===== src/rtl/prio_enc_arb_if.sv =====
// Request/grant bundle for prio_enc_arb.
// slave = arbiter side, master = requester/consumer side.
interface prio_enc_arb_if #(
  parameter int N = 8,
  parameter int W = $clog2(N)
);
  logic [N-1:0] req;
  logic         en;
  logic         out_ready;
  logic         out_valid;
  logic [W-1:0] out_idx;
  logic [N-1:0] out_onehot;
  logic [W-1:0] ptr;

  modport slave (
    input  req,
    input  en,
    input  out_ready,
    output out_valid,
    output out_idx,
    output out_onehot,
    output ptr
  );

  modport master (
    output req,
    output en,
    output out_ready,
    input  out_valid,
    input  out_idx,
    input  out_onehot,
    input  ptr
  );
endinterface


===== src/rtl/prio_enc_arb.sv =====
// Registered N-way priority encoder / arbiter.
// Fixed (highest index wins) or round-robin mode.
module prio_enc_arb #(
  parameter int N       = 8,
  parameter bit RR_MODE = 1'b0
) (
  input logic         clk,
  input logic         rst_n,
  prio_enc_arb_if.slave bus
);
  localparam int W = $clog2(N);

  logic         valid_q, valid_d;
  logic [W-1:0] idx_q, idx_d;
  logic [N-1:0] oh_q, oh_d;
  logic [W-1:0] ptr_q, ptr_d;
  logic [W-1:0] win;
  logic [N-1:0] win_oh;
  logic         load;

  // Descending search from base-1 with wrap; base is 0 in fixed mode.
  always_comb begin
    int base;
    int c;
    logic found;
    win   = '0;
    found = 1'b0;
    base  = RR_MODE ? int'(ptr_q) : 0;
    c     = 0;
    for (int s = 1; s <= N; s++) begin
      c = base - s;
      if (c < 0) c = c + N;
      if (!found && bus.req[c]) begin
        found = 1'b1;
        win   = W'(c);
      end
    end
    win_oh      = '0;
    win_oh[win] = 1'b1;
  end

  assign load = bus.en && (|bus.req)
             && (!valid_q || bus.out_ready);

  // Next state: load replaces, accept clears, stall holds.
  always_comb begin
    valid_d = valid_q;
    idx_d   = idx_q;
    oh_d    = oh_q;
    ptr_d   = ptr_q;
    if (load) begin
      valid_d = 1'b1;
      idx_d   = win;
      oh_d    = win_oh;
      if (RR_MODE) ptr_d = win;
    end else if (valid_q && bus.out_ready) begin
      valid_d = 1'b0;
      idx_d   = '0;
      oh_d    = '0;
    end
  end

  // Output stage and round-robin pointer.
  always_ff @(posedge clk or negedge rst_n) begin
    if (!rst_n) begin
      valid_q <= 1'b0;
      idx_q   <= '0;
      oh_q    <= '0;
      ptr_q   <= '0;
    end else begin
      valid_q <= valid_d;
      idx_q   <= idx_d;
      oh_q    <= oh_d;
      ptr_q   <= ptr_d;
    end
  end

  assign bus.out_valid  = valid_q;
  assign bus.out_idx    = idx_q;
  assign bus.out_onehot = oh_q;
  assign bus.ptr        = ptr_q;
endmodule


===== src/flat_wrapper.sv =====
// flat-port wrapper written by rule: the top's interface ports become plain ports
module prio_enc_arb_flat 
#(
  parameter int N       = 8,
  parameter bit RR_MODE = 1'b0
)
  (clk, rst_n, bus_req, bus_en, bus_out_ready, bus_out_valid, bus_out_idx, bus_out_onehot, bus_ptr);
  prio_enc_arb_if #(.N(N)) bus_i ();
  input logic clk;
  input logic rst_n;
  input wire logic [$bits(bus_i.req)-1:0] bus_req;
  input wire logic [$bits(bus_i.en)-1:0] bus_en;
  input wire logic [$bits(bus_i.out_ready)-1:0] bus_out_ready;
  output wire logic [$bits(bus_i.out_valid)-1:0] bus_out_valid;
  output wire logic [$bits(bus_i.out_idx)-1:0] bus_out_idx;
  output wire logic [$bits(bus_i.out_onehot)-1:0] bus_out_onehot;
  output wire logic [$bits(bus_i.ptr)-1:0] bus_ptr;
  assign bus_i.req = bus_req;
  assign bus_i.en = bus_en;
  assign bus_i.out_ready = bus_out_ready;
  assign bus_out_valid = bus_i.out_valid;
  assign bus_out_idx = bus_i.out_idx;
  assign bus_out_onehot = bus_i.out_onehot;
  assign bus_ptr = bus_i.ptr;
  prio_enc_arb #(.N(N), .RR_MODE(RR_MODE)) u_core (.clk(clk), .rst_n(rst_n), .bus(bus_i));
endmodule

===== config.mk =====
export PLATFORM = sky130hd
export DESIGN_NAME = prio_enc_arb_flat
export DESIGN_NICKNAME = d
export VERILOG_FILES = /design/src/rtl/prio_enc_arb_if.sv /design/src/rtl/prio_enc_arb.sv /design/src/flat_wrapper.sv
export SDC_FILE = /design/constraint.sdc
export NUM_CORES = 1
export LEC_CHECK = 0
export CORE_MARGIN = 2
export CORE_UTILIZATION = 39
export DETAILED_ROUTE_END_ITERATION = 7
export PLACE_DENSITY = 0.76
export SETUP_SLACK_MARGIN = 0.05
export SLEW_MARGIN = 20
export SYNTH_ARGS = -nofsm -noshare
export SYNTH_HDL_FRONTEND = slang
export SYNTH_SLANG_ARGS = --single-unit

===== constraint.sdc =====
create_clock -name clk -period 1.4 [get_ports clk]
set_input_delay 0.35 -clock clk [delete_from_list [all_inputs] [get_ports clk]]
set_output_delay 0.35 -clock clk [all_outputs]
set_load 0.03 [all_outputs]

# After elaboration in Yosys (flattened, before gate mapping)
# Cells that the tools add are included.
# W data, S select, Z words.
# op_classes
n_mux,23
n_reduce_logical,22
order_cmp,2
# op_table
operator,n
$mux W3,10
$mux W8,2
$logic_and A1 B1 Y1,11
$mux W1,10
$logic_not A1 Y1,8
$reduce_or A8 Y1,1
$lt A3 B4 Y1 const B,1
$demux W1 S3,1
$ge A3 B1 Y1 const B,1
$reduce_bool A2 Y1,1
$logic_or A1 B1 Y1,1
# totals
in_bits,12
wordCells,50
output_inout_bits,15
reg_bits,12

# Depth between registers and ports, before layout
# Gate-level depths: netlist (run 1).
# depth
depth_word,27
ltp_mapped,5
ltp_nobuf,4

# Worst setup path after synthesis (run 1)
# No wires, ideal clock.
# synth_timing
path_type,reg-to-reg
start,"reg u_core.valid_q, in the netlist u_core.bus.out_valid"
end,"reg u_core.oh_q[0], in the netlist u_core.bus.out_onehot[0]"
synth_period_minus_slack_ns,1.492
path_buffers,0
path_stages_with_launch,5
setup_slack_ns,-0.092
setup_ns,0.121
arrival_time_ns,1.371
required_ns,1.279
cell_sequence,dfrtp_1 > nand2b_1 > and2_0 > and3_1 > a32o_2
# synth_between
elab_chain_len,4
elab_cells_between_ends,6
classes_between,mux: 1; reduce/logical: 5
# synth_rtl
element,line,source
start: declaration,prio_enc_arb.sv:13,"logic valid_q, valid_d;"
start signal: assignment,prio_enc_arb.sv:71,valid_q <= valid_d;
$logic_not A1 Y1,prio_enc_arb.sv:43,&& (!valid_q || bus.out_ready);
$logic_or A1 B1 Y1,prio_enc_arb.sv:43,
$logic_and A1 B1 Y1,prio_enc_arb.sv:43,
$mux W8 / $reduce_bool A2 Y1 (equally long branches),-,
end signal: assignment,prio_enc_arb.sv:73,oh_q <= oh_d;
end: declaration,prio_enc_arb.sv:15,"logic [N-1:0] oh_q, oh_d;"
# Parallel ways exist; a longest one is shown, timed or not.
# A chain may end at the register's enable or synchronous reset.

# Final worst setup path (run 1)
# layout_timing
start,in bus_out_ready
end,"reg u_core.oh_q[0], in the netlist u_core.bus.out_onehot[0]"
# layout_between
elab_chain_len,3
elab_cells_between_ends,5
classes_between,mux: 1; reduce/logical: 4
# layout_rtl
element,line,source
start: declaration,flat_wrapper.sv:13,input wire logic [$bits(bus_i.out_ready)-1:0] bus_out_ready;
$logic_or A1 B1 Y1,prio_enc_arb.sv:43,
$logic_and A1 B1 Y1,prio_enc_arb.sv:43,
$mux W8 / $reduce_bool A2 Y1 (equally long branches),-,
# Parallel ways exist; a longest one is shown, timed or not.

==> metrics.cfg, run 1 <==
[power_and_ir_drop]
p_sw_uw=270
switching_share_pct=29.4
p_per_area_mw_per_mm2=892
seqPwrFrac_pct=41.7
ir_drop_uv=689
p_comb_share_pct=28.4
clock_power_share_pct=29.9
internal-power_uw=649
power_leakage_nw=0.517

[placed_design]
gp_congestion=0.815
hpwlAfterDp_mm=1.17
io_buffers=23

[floorplanning]
ios=27
floorplan.initialDensity_pct=40.8
die_w_um=43.4
dieArea_mm2=0.00189
coreArea_mm2=0.00149
die_h_um=43.4
num_rows=14

[cells_and_area]
syn_to_final_growth_pct=69.9
finalCoreUtilization_pct=69.2
diodes=0
num-nets-final=109
drive_above_1_share_pct=51.0

[yosys]
synthMuxAreaShare_pct=0
yosysWarningCount=0
synth_simple_gate_area_share_pct=15.9
syn-cell-area_um2=607
postSynthAreaPerCell_um2=11.4
synth_top_family_by_area=compound AO/OA/AOI/OAI gates
synth_seq_cells=12
ys_seq_area_share_pct=49.5
synth_compound_area_share_pct=26.0
synthXorXnorAreaFrac_pct=0
synthAdderAreaFrac_pct=0
synth_cell_types=25
synth_cells=53

[route]
drc=0
drt-total-wl_mm=1.47
via_per_inst=5.03
final_antenna_net_count=0
drt_iter0_drc=8
post_drt_wl_per_cell_um=13.2
drtPass1Iterations=4
vias=563

[clock_network]
clk_latency_ns=0.28
cts_root_buffer=clkbuf_4
clk_pin_slew_ns=0.08
htreeDepth=1
clkSinkCount=12
cts.path.max_buffers=2
cts_tree=yes
numCtsBuffers=3
holdBufCountCts=0

[timing]
hold_violations=0
clock.fmax_mhz=754
fin_skew_ns=0.00494
slew_violations=0
setup_violations=0
min_period_ns=1.33
post-route-period-util_pct=94.7
rsz0062_at_grt=no
fin_setup_tns_ns=0

[job]
cap_viol_max_count=0

[worst_setup_path]
cp.required_ns=1.57
reg2reg_from=u_core.bus.out_valid
slowest_stage=clkdlybuf4s50_1
cp-end-kind=flop
cpLargestDelayFamily=simple AND/OR/NAND/NOR gates
crit_path_start=bus_out_ready
path_max_fanout=3
crit_chain=clkdlybuf4s50_1 > nand2b_4 > and2_4 > and3_1 > a32o_2
crit_type=in2reg
slowest_delay_ns=0.40
path_buf_inv=1
cp.arrival_ns=1.49
critPathLaunchType=input pin

[grt]
grt_pass1_vias=584
grt_max_degree=13
grt_pass1_wl_mm=2.46
grt-ovfl-total=0
grt.total_usage_pct=18.0
antenna_found_initial=0

[run_status]
status=finished, final reports clean

[min_path]
min_path_type=in2async

sequential cells by signal, indices dropped and copies added, names as in the netlist:
| signal | cells |
|---|---|
| u_core.bus.out_valid | 1 |
| u_core.bus.out_idx | 3 |
| u_core.bus.out_onehot | 8 |
through the flow:
step	instances	setup slack, ns	cell area [um^2]	power [mW]	hold slack [ns]
2_1_floorplan	55	0.0750	618	0.513	0.0544
3_3_place_gp	108	-0.431	965	0.643	0.469
3_5_place_dp	108	-0.454	965	0.648	0.467
4_1_cts	112	0.0512	1040	0.927	0.362
5_1_grt	112	0.0517	1030	0.959	0.377
6_report	112	0.0741	1030	0.919	0.359
repair_timing:
| item | CTS | global route |
|---|---|---|
| setup endpoints to repair | 21 | 13 |
| pin swaps | 3 | 3 |
| setup buffers | 0 | 0 |
| hold endpoints to repair | 0 | 0 |
| gates resized for setup | 46 | 8 |
final cells by class:
type,count,area (um^2)
multi-input cells,35,307
repair buffers,41,352
inverters,4,15.0
well taps,16,20.0
clock buffers,4,36.3
fillers,126,458
flip-flops and latches,12,302
path summary, 6_finish.rpt:
path                                            end  slack, ns  cells after the start
min reg2reg                u_core.bus.out_onehot[4]       0.49                      1
min                           u_core.bus.out_idx[1]       0.36                      2
max                        u_core.bus.out_onehot[0]       0.07                      5
max in group asynchronous      u_core.bus.out_valid       0.87                      2
min in group clk           u_core.bus.out_onehot[7]       0.45                      3
max reg2reg                u_core.bus.out_onehot[0]       0.23                      4
cell usage after synthesis, drive strengths merged:
master   number  area (um^2)
a22o          2         26.3
and2          1         6.26
and3          1         6.26
buf           4         33.8
nor3          1         5.00
nor4          1         21.3
o31ai         1         7.51
a21o          2         15.0
dfrtp        12          300
nor2          4         15.0
nand3b        1         7.51
inv           4         15.0
a32o          2         22.5
nand2         1         3.75
o311ai        1         16.3
o21ai         2         13.8
o2bb2ai       5         43.8
nand2b        3         18.8
a31oi         2         12.5
conb          1         3.75
nor3b         1         7.51
nand3         1         5.00
placed cells by master (no fill, tap or decap), types with 2 or more instances in the layout:
master	netlist	final
nor2_1	4	3
inv_1	4	4
buf_6	1	2
clkdlybuf4s15_2	0	8
dlygate4sd2_1	0	5
buf_4	3	18
dfrtp_1	12	11
nand2b_1	3	2
o2bb2ai_1	5	3
conb_1	1	3
clkbuf_4	0	3
a32o_2	2	2
a21o_1	2	2
o2bb2ai_2	0	2
clkbuf_2	0	3
clkdlybuf4s15_1	0	2
clkdlybuf4s50_1	0	2
layer usage:
layer / vias up / GRT usage (%) / wire length, um
met5: - / 0 / 0
met4: 0 / 10.9 / 25
met3: 4 / 3.33 / 72
met2: 17 / 27.5 / 721
met1: 266 / 23.7 / 654
li1: 276 / - / -
worst register-to-register path, stage by stage, from the launching register on:
cell and delay [ns]:
dfrtp_2 0.41, nand2b_4 0.07, and2_4 0.16, and3_1 0.17
a32o_2 0.25
power groups by stage:
stage / clock [mW] / sequential (mW) / combinational (mW)
final: 0.275 / 0.383 / 0.261
after CTS: 0.284 / 0.382 / 0.261
after floorplan: 0 / 0.431 / 0.0824
after global placement: 0 / 0.387 / 0.256
after detailed placement: 0 / 0.388 / 0.260
after global routing: 0.293 / 0.386 / 0.280
kinds of logic (layout without fill, tap and decap cells):
logic type	count (synthesis)	count (layout)
buffers and inverters	8	49
other	1	3
AOI/OAI and AO/OA	17	17
and+or+nand+nor	15	15
DFF	12	12
Power figures use the tool's default switching activity.
==> inputs of run 2 (changes only) <==
- REMOVE_ABC_BUFFERS: default -> 1
==> metrics.cfg, run 2 (synthesis gave the netlist of run 1 again) <==
[cells_and_area]
finalNonFillerCells=114  ; +1.8%
most-common-layout-cells=buf_4, dfrtp_1, dlygate4sd2_1, clkdlybuf4s15_2, o2bb2ai_1
num-nets-final=111  ; +1.8%
syn_to_final_growth_pct=77.7
multi_input_area_um2=305  ; -0.41%
layout_commonest_cell=buf_4
largest_register_ffs=8  ; unchanged
fillers=103  ; -18%
regArea_um2=302  ; unchanged
finalCoreUtilization_pct=72.4  ; +3.2 points
diodes=0  ; unchanged
drive_above_1_share_pct=49.0  ; -2.1 points

[clock_network]
clk_pin_slew_ns=0.08  ; about the same
clk_latency_ns=0.28  ; about the same
htreeDepth=1  ; unchanged
numCtsBuffers=3  ; unchanged
cts.path.max_buffers=2  ; unchanged
holdBufCountCts=0  ; unchanged
clkSinkCount=12  ; unchanged
cts_root_buffer=clkbuf_4
cts_tree=yes

[worst_setup_path]
crit_type=reg2out
slowest_stage=dfrtp_1
path_buf_inv=1  ; unchanged
cp.required_ns=1.05  ; -0.52 ns
crit_chain=clkdlybuf4s15_2
slowest_delay_ns=0.41  ; about the same
cp.arrival_ns=0.98  ; -0.51 ns
cpLargestDelayFamily=flip-flops
critPathLaunchType=flop
path_max_fanout=2  ; -1
cp-end-kind=output port

[grt]
grt_pass1_wl_mm=2.86  ; +16%
grt_pass1_vias=596  ; +2.1%
top_usage_layer=met2
met3_usage_pct=4.58  ; +1.2 points
use_met2_pct=33.4  ; +6.0 points
use_met1_pct=26.5  ; +2.8 points
grt_max_degree=13  ; unchanged
grt-ovfl-total=0  ; unchanged
antenna_found_initial=0  ; unchanged
grt.total_usage_pct=20.9  ; +2.9 points

[route]
drc=0  ; unchanged
vias=598  ; +6.2%
drt-total-wl_mm=1.82  ; +24%
drtPass1Iterations=4  ; unchanged
via_per_inst=5.25  ; +4.4%
final_antenna_net_count=0  ; unchanged
drt_iter0_drc=13  ; +5
post_drt_wl_per_cell_um=16.0  ; +22%

[power_and_ir_drop]
ir_drop_uv=626  ; -9.1%
power_leakage_nw=0.543  ; +5.1%
p_per_area_mw_per_mm2=901  ; +1.0%

[timing]
fin_setup_tns_ns=0  ; unchanged
post-route-period-util_pct=94.7  ; about the same
whs_ns=0.362  ; +0.00301 ns
clock.fmax_mhz=754  ; about the same
setup_violations=0  ; unchanged
min_period_ns=1.33  ; +0.000269 ns
slew_violations=0  ; unchanged
rsz0062_at_grt=yes
hold_violations=0  ; unchanged
fin_skew_ns=0.00243  ; -0.00251 ns

[job]
cap_viol_max_count=0  ; unchanged

[placed_design]
hpwlAfterDp_mm=1.10  ; -5.5%
dp.cells=105  ; -2.8%
io_buffers=23  ; unchanged
gp_congestion=0.802  ; -1.5%

[floorplanning]
die_h_um=43.4  ; unchanged
die_w_um=43.4  ; unchanged
ios=27  ; unchanged
num_rows=14  ; unchanged
dieArea_mm2=0.00189  ; unchanged
coreArea_mm2=0.00149  ; unchanged
floorplan.initialDensity_pct=40.8  ; unchanged

[run_status]
status=finished, final reports clean

[min_path]
min_path_type=in2async

## run 2: cell types whose count changed in the layout (fill, tap and decap cells not counted), sizes merged
cell,before,now
clkdlybuf4s50,2,1
clkbuf,7,4
buf,21,29
dlygate4sd2,5,6
clkdlybuf4s15,10,7
## run 2: worst paths after layout
path                                          startpoint                       end  slack [ns]  depth (start not counted)
min in group clk                              bus_req[7]  u_core.bus.out_onehot[7]        0.46                          3
worst min register to register  u_core.bus.out_onehot[5]  u_core.bus.out_onehot[5]        0.49                          1
worst max-delay path               u_core.bus.out_idx[2]            bus_out_idx[2]        0.07                          1
max in group asynchronous                          rst_n      u_core.bus.out_valid        0.87                          2
worst min-delay path                               rst_n      u_core.bus.out_valid        0.36                          2
worst max register to register      u_core.bus.out_valid     u_core.bus.out_idx[1]        0.11                          6
## run 2: area by class of cell
class	instances	share of cell area (%)
Clock buffer	4	3.36
Inverter	4	1.39
Multi-Input combinational cell	35	28.3
Sequential cell	12	28.0
Tap cell	16	1.86
Timing Repair Buffer	43	37.1
## run 2: metrics by stage
| step | instance area, um^2 | power, mW | setup slack, ns |
|---|---|---|---|
| 4_1_cts | 1070 | 0.966 | 0.0591 |
| 2_1_floorplan | 581 | 0.498 | -0.0922 |
| 5_1_grt | 1080 | 1.01 | 0.0374 |
| 3_3_place_gp | 941 | 0.643 | -0.416 |
| 6_report | 1080 | 0.971 | 0.0739 |
| 3_5_place_dp | 941 | 0.646 | -0.457 |
## run 2: power by group
part | switching [mW] | leakage, nW | internal (mW) | total [mW]
Combinational | 0.152 | 0.367 | 0.147 | 0.299
Sequential | 0.0161 | 0.156 | 0.368 | 0.384
Clock | 0.130 | 0.0210 | 0.158 | 0.288
## run 2: repair_timing
item / 4_1_cts / 5_1_grt
pin swaps: 4 / 3
cloned: 1 / 0
setup endpoints to repair: 17 / 11
endpoints found under the hold margin: 0 / 0
setup buffers: 4 / 0
resized for setup: 45 / 7
## run 2: per-layer routing
layer	vias up	wire length [um]	part of all wire, %
li1	277	-	-
met1	290	777	43
met2	27	920	50
met3	4	95	5.2
met4	0	29	1.6
met5	-	0	0
